==> src/rtl/uart_pkg.sv <==
// uart_pkg
//   Shared definitions for the UART receive path.
//   - UART_OVERSAMPLE : default number of baud_tick pulses per bit-time
//   - UART_DATA_BITS  : default number of data bits per frame
//   - rx_state_t      : receive framing FSM state encoding
package uart_pkg;

  localparam int UART_OVERSAMPLE = 16;
  localparam int UART_DATA_BITS  = 8;

  // Explicit encodings keep the state values stable for anyone probing
  // the state register in waveforms or legacy scripts.
  typedef enum logic [2:0] {
    S_IDLE  = 3'd0,
    S_START = 3'd1,
    S_DATA  = 3'd2,
    S_STOP  = 3'd3,
    S_BREAK = 3'd4
  } rx_state_t;

endpackage

==> src/rtl/rx_sync2.sv <==
// rx_sync2
//   Two-flop synchronizer that brings the asynchronous serial line into
//   the rx_clk domain. Both flops reset to 1 so the line reads as idle
//   while reset is asserted and immediately afterwards.
// Ports:
//   rx_clk   in  receive clock
//   reset_n  in  asynchronous active-low reset
//   async_in in  asynchronous serial input
//   sync_out out synchronized level
module rx_sync2 (
  input  logic rx_clk,
  input  logic reset_n,
  input  logic async_in,
  output logic sync_out
);

  logic meta;

  // First flop may go metastable; the second gives it a full cycle to settle.
  always_ff @(posedge rx_clk or negedge reset_n) begin
    if (!reset_n) begin
      meta     <= 1'b1;
      sync_out <= 1'b1;
    end else begin
      meta     <= async_in;
      sync_out <= meta;
    end
  end

endmodule

==> src/rtl/rx_frame_ctrl.sv <==
// rx_frame_ctrl
//   Framing controller for an oversampled UART receiver. Detects the start
//   bit, qualifies it at its mid-point, samples each data bit at its
//   mid-point and checks the stop bit. Data bits are handed out one at a
//   time through shift/rx_bit to a downstream shift register.
// Parameters:
//   OVERSAMPLE  baud_tick pulses per bit-time (power of two, >= 8)
//   DATA_BITS   data bits per frame (5..9)
// Ports:
//   rx_clk      in   receive clock
//   reset_n     in   asynchronous active-low reset
//   baud_tick   in   one-cycle strobe at OVERSAMPLE x bit rate
//   enable      in   allows a new start bit to be accepted
//   rx_in       in   asynchronous serial line, idle high
//   shift       out  one-cycle strobe at the mid-point of each data bit
//   rx_bit      out  sampled data bit, valid while shift is high
//   bit_idx     out  index of the data bit being received (0 = LSB)
//   frame_done  out  one-cycle strobe after the stop bit is sampled
//   frame_err   out  framing error, only ever high together with frame_done
//   busy        out  high whenever the FSM is not idle
module rx_frame_ctrl
  import uart_pkg::*;
#(
  parameter int OVERSAMPLE = UART_OVERSAMPLE,
  parameter int DATA_BITS  = UART_DATA_BITS
) (
  input  logic       rx_clk,
  input  logic       reset_n,
  input  logic       baud_tick,
  input  logic       enable,
  input  logic       rx_in,
  output logic       shift,
  output logic       rx_bit,
  output logic [3:0] bit_idx,
  output logic       frame_done,
  output logic       frame_err,
  output logic       busy
);

  localparam int TCW = $clog2(OVERSAMPLE);

  localparam logic [TCW-1:0] TICK_ONE  = TCW'(1);
  localparam logic [TCW-1:0] TICK_HALF = TCW'(OVERSAMPLE / 2 - 1);
  localparam logic [TCW-1:0] TICK_LAST = TCW'(OVERSAMPLE - 1);
  localparam logic [3:0]     IDX_ONE   = 4'd1;
  localparam logic [3:0]     IDX_LAST  = 4'(DATA_BITS - 1);

  logic           rx_s;
  rx_state_t      state;
  rx_state_t      state_nxt;
  logic [TCW-1:0] tick_cnt;
  logic [TCW-1:0] tick_nxt;
  logic [3:0]     idx_nxt;
  logic           shift_nxt;
  logic           bit_nxt;
  logic           done_nxt;
  logic           err_nxt;

  rx_sync2 u_sync (
    .rx_clk   (rx_clk),
    .reset_n  (reset_n),
    .async_in (rx_in),
    .sync_out (rx_s)
  );

  // Next-state logic. Everything except the bit index only moves on a
  // baud_tick, so idle cycles between ticks leave the counters untouched.
  // The bit index advances in the cycle after a shift pulse, which keeps
  // bit_idx equal to the index of the bit being presented while shift is
  // high. The last shift moves the FSM to STOP in the same edge, so the
  // index then holds at DATA_BITS-1.
  always_comb begin
    state_nxt = state;
    tick_nxt  = tick_cnt;
    idx_nxt   = bit_idx;
    shift_nxt = 1'b0;
    bit_nxt   = rx_bit;
    done_nxt  = 1'b0;
    err_nxt   = 1'b0;

    if (shift && state == S_DATA) begin
      idx_nxt = bit_idx + IDX_ONE;
    end

    if (baud_tick) begin
      case (state)
        S_IDLE: begin
          // enable only gates the acceptance of a new frame.
          if (enable && !rx_s) begin
            state_nxt = S_START;
            tick_nxt  = '0;
            idx_nxt   = '0;
          end
        end

        S_START: begin
          // Half a bit-time in: a high line means the falling edge was a glitch.
          if (tick_cnt == TICK_HALF) begin
            tick_nxt  = '0;
            state_nxt = rx_s ? S_IDLE : S_DATA;
          end else begin
            tick_nxt = tick_cnt + TICK_ONE;
          end
        end

        S_DATA: begin
          // A full bit-time after the start mid-point lands in mid data bit.
          if (tick_cnt == TICK_LAST) begin
            tick_nxt  = '0;
            shift_nxt = 1'b1;
            bit_nxt   = rx_s;
            if (bit_idx == IDX_LAST) begin
              state_nxt = S_STOP;
            end
          end else begin
            tick_nxt = tick_cnt + TICK_ONE;
          end
        end

        S_STOP: begin
          // A low stop bit is a framing error and may be the start of a
          // break, so wait for the line to recover before going idle.
          if (tick_cnt == TICK_LAST) begin
            tick_nxt  = '0;
            done_nxt  = 1'b1;
            err_nxt   = !rx_s;
            state_nxt = rx_s ? S_IDLE : S_BREAK;
          end else begin
            tick_nxt = tick_cnt + TICK_ONE;
          end
        end

        S_BREAK: begin
          if (rx_s) begin
            state_nxt = S_IDLE;
          end
        end

        default: begin
          state_nxt = S_IDLE;
          tick_nxt  = '0;
          idx_nxt   = '0;
        end
      endcase
    end
  end

  // State and output registers. Strobes are derived from next-state logic
  // so they rise on the edge that samples the qualifying baud_tick and
  // last exactly one cycle. busy follows the registered state.
  always_ff @(posedge rx_clk or negedge reset_n) begin
    if (!reset_n) begin
      state      <= S_IDLE;
      tick_cnt   <= '0;
      bit_idx    <= '0;
      shift      <= 1'b0;
      rx_bit     <= 1'b0;
      frame_done <= 1'b0;
      frame_err  <= 1'b0;
      busy       <= 1'b0;
    end else begin
      state      <= state_nxt;
      tick_cnt   <= tick_nxt;
      bit_idx    <= idx_nxt;
      shift      <= shift_nxt;
      rx_bit     <= bit_nxt;
      frame_done <= done_nxt;
      frame_err  <= err_nxt;
      busy       <= (state_nxt != S_IDLE);
    end
  end

endmodule

==> config.mk <==
export PLATFORM = sky130hd
export DESIGN_NAME = rx_frame_ctrl
export DESIGN_NICKNAME = d
export VERILOG_FILES = /design/src/rtl/uart_pkg.sv /design/src/rtl/rx_sync2.sv /design/src/rtl/rx_frame_ctrl.sv
export SDC_FILE = /design/constraint.sdc
export NUM_CORES = 1
export LEC_CHECK = 0
export CORE_MARGIN = 1.5
export CORE_UTILIZATION = 42
export CTS_CLUSTER_DIAMETER = 50
export DETAILED_ROUTE_END_ITERATION = 8
export REMOVE_ABC_BUFFERS = 1
export SYNTH_ARGS = -nofsm -noshare
export SYNTH_HDL_FRONTEND = slang
export SYNTH_HIERARCHICAL = 1
export SYNTH_SLANG_ARGS = --single-unit
==> constraint.sdc <==
create_clock -name rx_clk -period 2 [get_ports rx_clk]
set_input_delay 0.6 -clock rx_clk [delete_from_list [all_inputs] [get_ports rx_clk]]
set_output_delay 0.6 -clock rx_clk [all_outputs]
set_load 0.01 [all_outputs]
==> results of run 1 <==
## how the worst max path moves through the flow
stage / start / to / slack (ns) / depth (start not counted)
finish: bit_idx[0]$_DFF_PN0_ / bit_idx[0] / 0.11 / 1
detailed placement: baud_tick / rx_bit$_DFFE_PN0P_ / 0.15 / 4
floorplan: state[2]$_DFF_PN0_ / rx_bit$_DFFE_PN0P_ / 0.52 / 3
global placement: baud_tick / rx_bit$_DFFE_PN0P_ / 0.17 / 4
global route: bit_idx[0]$_DFF_PN0_ / bit_idx[0] / 0.05 / 1
CTS: bit_idx[0]$_DFF_PN0_ / bit_idx[0] / 0.09 / 1
## power by group through the flow
stage                     Combinational [uW]  Sequential, uW  Clock [uW]
after floorplan                          155             492           0
after detailed placement                 232             507           0
after global placement                   230             506           0
after global routing                     275             514         212
final                                    231             501         188
after CTS                                234             499         199
## layout make-up
type	instances	area [um2]	area share
sequential	18	453	0.409
inverter	6	22.5	0.0203
multi-input combinational	61	404	0.365
timing repair buffer	18	168	0.151
tap	27	33.8	0.0305
clock buffer	4	26.3	0.0237
## flip-flops by register name, indices dropped and copies added (netlist names)
name,cells
u_sync/sync_out,1
shift,1
bit_idx,4
rx_bit,1
frame_err,1
frame_done,1
u_sync/meta,1
tick_cnt,4
busy,1
state,3
## per-layer routing
metal	global-route usage	routed length, um
met5	0	0
met4	0.114	44
met3	0.0215	43
met2	0.239	763
met1	0.217	780
## placed cells by master (no fill, tap or decap), types with 2 or more instances in the layout
cell type                         instances
sky130_fd_sc_hd__buf_4                    5
sky130_fd_sc_hd__clkbuf_4                 3
sky130_fd_sc_hd__clkdlybuf4s50_1         13
sky130_fd_sc_hd__dfrtp_1                 16
sky130_fd_sc_hd__dfstp_2                  2
sky130_fd_sc_hd__ha_1                     2
sky130_fd_sc_hd__inv_1                    6
sky130_fd_sc_hd__nand2_1                  9
sky130_fd_sc_hd__nand3_1                  2
sky130_fd_sc_hd__nand4_1                  2
sky130_fd_sc_hd__nor2_1                   9
sky130_fd_sc_hd__nor2b_1                  2
sky130_fd_sc_hd__nor4_1                   2
sky130_fd_sc_hd__o211ai_1                 2
sky130_fd_sc_hd__o21ai_1                  3
sky130_fd_sc_hd__or2_1                    2
sky130_fd_sc_hd__xnor2_1                  2
sky130_fd_sc_hd__xor2_1                   3
## stage by stage
step	worst slack, ns	cell area, um2	hold slack, ns	instances	total power [uW]
after floorplan	0.523	880	0.304	85	647
final	0.112	1110	0.359	134	920
after global routing	0.0508	1110	0.365	134	1000
after detailed placement	0.154	1080	0.347	130	738
after CTS	0.0950	1110	0.361	134	932
after global placement	0.169	1080	0.346	130	736
## worst register-to-register path, stage by stage (launching register included)
cell and delay [ns]:
sky130_fd_sc_hd__dfrtp_1 0.53, sky130_fd_sc_hd__or3b_1 0.43, sky130_fd_sc_hd__nor4_1 0.30, sky130_fd_sc_hd__o211ai_1 0.15, sky130_fd_sc_hd__nand4_1 0.11
## logic make-up after synthesis
kind of cell	count (synthesis)
AO/OA/AOI/OAI	15
XOR/XNOR	5
adder cells (fa/ha/maj)	2
buffers and inverters	10
flip-flops	18
multiplexers	2
AND/OR/NAND/NOR	37
==> run summary, run 1 <==
The pin count of the biggest net entering global routing was 19; the detailed-route wire length was 1630 um. Data arrival time at the worst-slack endpoint: 1.29 ns. Yosys mapped a number of flops with a built-in enable equal to 0. For this run, the number of Yosys warnings is 6. The proportion of netlist area held by the largest area contributor was 0.446; the largest incremental delay on the critical path was 0.56 ns.

The region available for standard cell placement spans 1980 um2. TritonCTS built the clock tree. At the worst endpoint, the required time is 1.40 ns. The sum of negative setup slack is 0 ns. The average footprint of a synthesized cell is 10.1 um2. The largest total area in the synthesized netlist belongs to sky130_fd_sc_hd__dfrtp_1. The total routing resource utilization after global routing came out at 0.162. The run gives 614 uW as the internal power consumption. The largest individual stage delay along the critical path comes from the cell sky130_fd_sc_hd__clkdlybuf4s50_1. The starting density of the core was 0.453. The number of design-rule violations left by the first detailed-router iteration was 11; the worst-case clock skew was 0.0146 ns. Across the run, the number of max-cap violations was 0. The repair_antennas step left the layout with diodes totalling 0. 14 I/O pins were placed. The sequential share of power was 0.544. The top fanout value on the critical path works out to 4.

The TritonCTS buffer count is 3, and the cell depth of the worst hold path is 0. The layout has 172 filler cells. The first TritonRoute pass finished after 4 iterations. The share of final-layout standard cells stronger than drive strength 1 was 0.131; the remaining routing DRC violations was 0. The tools report the CTS H-tree depth as 1. After synthesis, the cell types taking the most area are sky130_fd_sc_hd__dfrtp_1 45%, sky130_fd_sc_hd__dfstp_2 5.8%, sky130_fd_sc_hd__nand2_1 3.8%, sky130_fd_sc_hd__nor2_1 3.8%, sky130_fd_sc_hd__xor2_1 2.9%. HPWL after detailed placement: 1180 um. Summing every instance area after synthesis gives 898 um2. The minimum clock period after layout was 1.89 ns; the width of the die was 49.3 um. The signal on the critical path passes through clkdlybuf4s50_1. Simple-gate portion of the synthesized area: 0.235. The type of element capturing the critical path is an output port. In this run, post-CTS hold repair placed 0 buffers.

The fraction of power spent switching nets was 0.332; the site row count was 16. Reg-to-reg startpoint: state[1]$_DFF_PN0_. The run gives 0 as the initial antenna violation count. The total clock sinks was 18. Worst hold-check path type: reg -> reg. The most used flip-flop cell after synthesis is sky130_fd_sc_hd__dfrtp_1. The commonest cells after synthesis are 16 x sky130_fd_sc_hd__dfrtp_1, 9 x sky130_fd_sc_hd__nand2_1, 9 x sky130_fd_sc_hd__nor2_1. In the post-synthesis netlist, the cell with the most instances is sky130_fd_sc_hd__dfrtp_1.

The global placement routability congestion was 0.817. The top cell family by delay on the critical path was buffers and inverters. The start-to-end type of the worst setup path was reg -> out. The multiplexer share of the synthesized area is 0.0237, and the aggregate global routing overflow is 0. The worst setup path is launched from a flop. The worst-case IR drop observed on VDD is 488 uV. The share of the core filled with cells in the final layout is 0.559. By area, the combinational part of the netlist is dominated by simple AND/OR/NAND/NOR gates. The clock network fraction of total power was 0.205. The detail route stage leaves a number of antenna-violating nets equal to 0. Setup violations remaining at the end of the flow were counted as 0. Yosys mapped the design onto 38 distinct sky130hd cell types.

The first global-routing pass estimated 2930 um of wire. Clock tree root driver cell: sky130_fd_sc_hd__clkbuf_4. At the pin with the least slew margin, the transition time is 0.311 ns.

After clock tree synthesis, the clock-pin slew on the worst setup and hold paths is 0.11 ns. The total count of hold-check failures in the final report came out at 0. The upper clock frequency limit is 0.530 GHz, and the number of gates given a new drive strength after cts is 0.

After the last flow step, the layout net total stands at 115. The tools report the total count of max-transition violations in the final report as 0. The run finished with clean final reports. In the routed layout, each cell is associated on average with a via count of 5.12. The worst path buffer plus inverter count works out to 1. Setup repair after global routing left no endpoint under its margin.

The later pin in the worst-skew pair is clocked with a latency of 0.30 ns. The die boundary height is 49.3 um, and the share of synthesized flip-flops with an asynchronous set or reset is 1.00. The number of cells on the worst reg-to-reg path is 4. The logs give 0.793 for the tightest slew margin relative to the limit and 2430 um2 for the floorplan die area. The number of vias after detailed routing was 686; the average wire length per cell after detail routing was 12.2 um.

In this run the power density over the cells is 831 nW/um2. The run gives 2 as the buffer depth of the longest clock path. The startpoint identified for the worst hold timing path is u_sync/meta$_DFF_PN1_.

The synthesized-area fraction occupied by adder cells is 0.0279, and the worst-case register-to-register setup slack is 0.41 ns. The fraction of the mapped netlist area in compound gates is 0.114. The xor/xnor share of the synthesized area was 0.0487; the flip-flop and latch count after synthesis was 18.

The count of buffers added on input and output ports is 13. In this run the critical register-to-register path is captured at busy$_DFF_PN0_. In this run the power spent charging and discharging nets is 305 uW.

The area growth from synthesis to layout is 23.3%. The synthesized netlist cell count came out at 89. The worst min-delay path endpoint was u_sync/sync_out$_DFF_PN1_. The tools report the leakage component of the power as 0.000502 uW. The number of global-route vias before repair is 659. The tools report the combinational cell fraction of total power as 0.251.

The run gives 0.504 as the fraction of the yosys area taken by sequential cells. The share of the clock period used by the worst path was 0.944; the post-CTS setup buffer count was 0.
No activity file was read; power rests on OpenSTA's default activity.
==> run 2, diff against run 1 <==
--- a/config.mk
+++ b/config.mk
@@ -10,6 +10,7 @@
 export CTS_CLUSTER_DIAMETER = 50
 export DETAILED_ROUTE_END_ITERATION = 8
 export REMOVE_ABC_BUFFERS = 1
+export SETUP_SLACK_MARGIN = 0.02
 export SYNTH_ARGS = -nofsm -noshare
 export SYNTH_HDL_FRONTEND = slang
 export SYNTH_HIERARCHICAL = 1
==> results of run 2 <==
Final layout, timing and power as in run 1 (identical DEF).
==> run 3, diff against run 2 <==
--- a/config.mk
+++ b/config.mk
@@ -5,10 +5,13 @@
 export SDC_FILE = /design/constraint.sdc
 export NUM_CORES = 1
 export LEC_CHECK = 0
+export ABC_AREA = 1
+export CAP_MARGIN = 30
 export CORE_MARGIN = 1.5
 export CORE_UTILIZATION = 42
 export CTS_CLUSTER_DIAMETER = 50
 export DETAILED_ROUTE_END_ITERATION = 8
+export PLACE_DENSITY = 0.65
 export REMOVE_ABC_BUFFERS = 1
 export SETUP_SLACK_MARGIN = 0.02
 export SYNTH_ARGS = -nofsm -noshare
==> run 3 against run 2 <==
Net effect:
- non-clock buffer count shrank 3
- clock-buffer cell count is the same
- global-route usage shrank 0.064 points
- clock power shrank 3%
- final area shrank 2.7%
- synthesized area shrank 2.9%
- combinational power shrank 24%
- power shrank 12%
- routed wire length grew 2.1%
- first-iteration DRC count grew 55%
- clock skew shrank 0.0037 ns
- die area shrank 2.8%
- largest cell class unchanged
==> run summary, run 3 <==
The largest registers in the layout are bit_idx (4), tick_cnt (4), state (3). The number of distinct library cell variants in the gate-level netlist after synthesis came out at 19. OpenSTA, run right after detailed placement, puts the worst setup slack at 0.0454 ns.

The number of enable-type register cells in the synthesized netlist works out to 0. For the layout net count, the log shows 136. The slowest stage of the critical path belongs to the cell sky130_fd_sc_hd__clkdlybuf4s50_1. The worst-case register-to-register setup slack was 0.51 ns. The tools report the pin count of the biggest net entering global routing as 19. Fraction of the mapped netlist area in compound gates: 0.0617. The width of the die came out at 48.6 um. Detailed-route wire length: 1670 um. The die covers 2360 um2. The tightest slew margin relative to the limit was 0.823. In the post-synthesis netlist, the biggest area contributors are sky130_fd_sc_hd__dfrtp_1 46%, sky130_fd_sc_hd__nand2_1 11%, sky130_fd_sc_hd__nor2_1 7.3%, sky130_fd_sc_hd__dfstp_2 6.0%, sky130_fd_sc_hd__inv_1 5.6%.

The share of final-layout standard cells stronger than drive strength 1 was 0.117. After floorplanning, the core was divided into 16 placement rows. The path with the worst hold slack has its endpoint at u_sync/sync_out$_DFF_PN1_. Along the worst path, the maximum fanout reaches 5. At the worst endpoint, the required time is 1.40 ns.

Synthesis produced 109 cells. The run gives 0.519 as the fraction of the yosys area taken by sequential cells. Setup repair after global routing left no endpoint under its margin. The total count of max-transition violations in the final report was 0; the leakage component of the power was 0.000538 uW.

The final antenna diode count is 0, and the upper clock frequency limit is 0.529 GHz. Slew at the pin with the worst max-slew slack: 0.266 ns. Buffers placed on the I/O ports in this run total 13.

TritonCTS built the clock tree. In this run the vertical extent of the chip is 48.6 um. The run gives 0 as the initial antenna violation count. The via density per instance came out at 4.81. Once routing completed, OpenROAD measured the worst setup slack at 0.111 ns.

The number of warnings issued by yosys was 6. The start-to-end type of the worst setup path is reg -> out. STA classifies the critical path startpoint as a flop. In this run the critical register-to-register path is captured at busy$_DFF_PN0_.

Multiplexer share of the synthesized area: 0. The largest single stage delay on the critical path is 0.56 ns. The antenna violation net count after detailed routing is 0. Cell with the most instances after synthesis: sky130_fd_sc_hd__nand2_1. The aggregate global routing overflow was 0. The top cell types in the final layout, fill and taps aside, are 25 x sky130_fd_sc_hd__nand2_1, 17 x sky130_fd_sc_hd__nor2_1, 16 x sky130_fd_sc_hd__dfrtp_1, 13 x sky130_fd_sc_hd__inv_1, 13 x sky130_fd_sc_hd__clkdlybuf4s50_1. Across the routed clock network, the largest skew measured is 0.0109 ns. After detailed routing, the number of remaining DRC violations is 0. For the starting density of the core, the log shows 0.445.

The simple-gate portion of the synthesized area works out to 0.297. The library cell with the largest summed area after synthesis is sky130_fd_sc_hd__dfrtp_1. The region available for standard cell placement spans 1960 um2. Gates resized during post-CTS repair numbered 0.

The proportion of netlist area held by the largest area contributor is 0.459. The commonest cells after synthesis are 25 x sky130_fd_sc_hd__nand2_1, 17 x sky130_fd_sc_hd__nor2_1, 16 x sky130_fd_sc_hd__dfrtp_1. After synthesis the cells add up to 872 um2. Leaving out fill and tap cells, the most frequent cell in the layout is sky130_fd_sc_hd__nand2_1.

The number of design-rule violations left by the first detailed-router iteration was 17; the power per standard cell area was 754 nW/um2. The path class of the tightest hold or removal check is reg -> reg. The flow ran to the end, and the final reports show no timing, DRC or antenna violations.

The wire length of the first global-routing pass is 2950 um, and the area growth from synthesis to final layout is 23.5%. The share of synthesized flip-flops with an asynchronous set or reset is 1.00. For the count of filler cells inserted in the layout, the log shows 199. Measured in cells, the most critical reg-to-reg path has a length of 9. The clock transition at the register clock pins on the worst setup and hold paths after CTS works out to 0.10 ns. The kind of cell with the highest combined delay along the critical path is buffers and inverters. The total clock sinks was 18.

The run gives 0.549 as the share of the core filled with cells in the final layout. For this run, the leading register cell type out of synthesis is sky130_fd_sc_hd__dfrtp_1. The global placement routability congestion is 0.790, and the total of hold buffers inserted after clock tree synthesis is 0. Adding up every negative setup slack in the final design gives 0 ns. The flip-flop and latch count after synthesis is 18.

The xor/xnor share of the synthesized area works out to 0.0201. The cell sitting at the root of the clock tree is a sky130_fd_sc_hd__clkbuf_4. The routed layout has 746 vias. During I/O placement, the number of pins put on the boundary was 14.

The startpoint identified for the worst register-to-register timing path is tick_cnt[0]$_DFFE_PN0P_. The cell depth of the worst hold path is 0, and the synthesized-area fraction occupied by adder cells is 0.0287. The logs give 738 for the number of global-route vias before repair and 0.29 ns for the clock latency on the worst-skew pair. The signal on the critical path passes through clkdlybuf4s50_1. For the finished layout, the period the worst path requires is 1.89 ns.

The share of the clock period used by the worst path is 0.944, and the average footprint of a synthesized cell is 8.00 um2. The CTS H-tree depth is 1, and the data arrival time at the worst-slack endpoint is 1.29 ns. After clock tree synthesis, the setup repair step added 0 buffers. For the buffer depth of the longest clock path, the log shows 2. The tools report the HPWL after detailed placement as 1290 um. The tools report the total count of hold-check failures in the final report as 0.

The startpoint of the tightest hold check path is u_sync/meta$_DFF_PN1_. The number of setup violations in the final report came out at 0. After detailed routing, the average wire length per cell comes to 10.7 um.

For the total routing resource utilization after global routing, the log shows 0.161. The first detailed-routing pass took 6 iterations. For the TritonCTS buffer count, the log shows 3.

The worst setup path is captured at an output port. The worst path buffer plus inverter count was 1; the worst IR drop on VDD was 572 uV. By area, the combinational part of the netlist is dominated by simple AND/OR/NAND/NOR gates.

The reported max-cap violation count came out at 0.
-- run 3: worst max-delay path by stage --
stage | startpoint | endpoint | slack, ns | cells after the start
global route | bit_idx[2]$_DFF_PN0_ | bit_idx[2] | 0.05 | 1
floorplan | tick_cnt[0]$_DFFE_PN0P_ | busy$_DFF_PN0_ | 0.66 | 9
finish | bit_idx[2]$_DFF_PN0_ | bit_idx[2] | 0.11 | 1
global placement | enable | tick_cnt[2]$_DFFE_PN0P_ | 0.13 | 8
CTS | bit_idx[2]$_DFF_PN0_ | bit_idx[2] | 0.09 | 1
detailed placement | enable | tick_cnt[2]$_DFFE_PN0P_ | 0.05 | 8
-- run 3: kinds of logic (layout without fill, tap and decap cells) --
family / after synthesis / after routing
AOI/OAI and AO/OA: 10 / 10
and+or+nand+nor: 60 / 60
xor gates and xnor gates: 2 / 2
buffers and inverters: 17 / 36
DFF: 18 / 18
adders and majority gates: 2 / 2
-- run 3: layout make-up --
type	instances	area (um2)	area share
sequential	18	453	0.420
multi-input combinational	74	355	0.330
timing repair buffer	15	145	0.135
inverter	17	63.8	0.0592
tap	27	33.8	0.0314
clock buffer	4	26.3	0.0244
-- run 3: power by group --
part	switching, uW	internal, uW	total, uW
sequential	42.5	410	453
combinational	101	75.6	176
clock	106	77.6	183
-- run 3: layer usage --
layer | track usage | part of all wire | vias to the layer above
met2 | 0.289 | 0.48 | 16
met5 | 0 | 0 | -
met1 | 0.190 | 0.45 | 344
li1 | - | - | 381
met4 | 0.0714 | 0.024 | 0
met3 | 0.0247 | 0.040 | 5
-- run 3: per-stage QoR --
step	hold WS, ns	total power (uW)	area, um2	instances
global placement	0.347	628	1050	151
CTS	0.363	822	1080	155
floorplan	0.304	565	872	109
global route	0.366	873	1080	155
detailed placement	0.349	631	1050	151
finish	0.361	812	1080	155
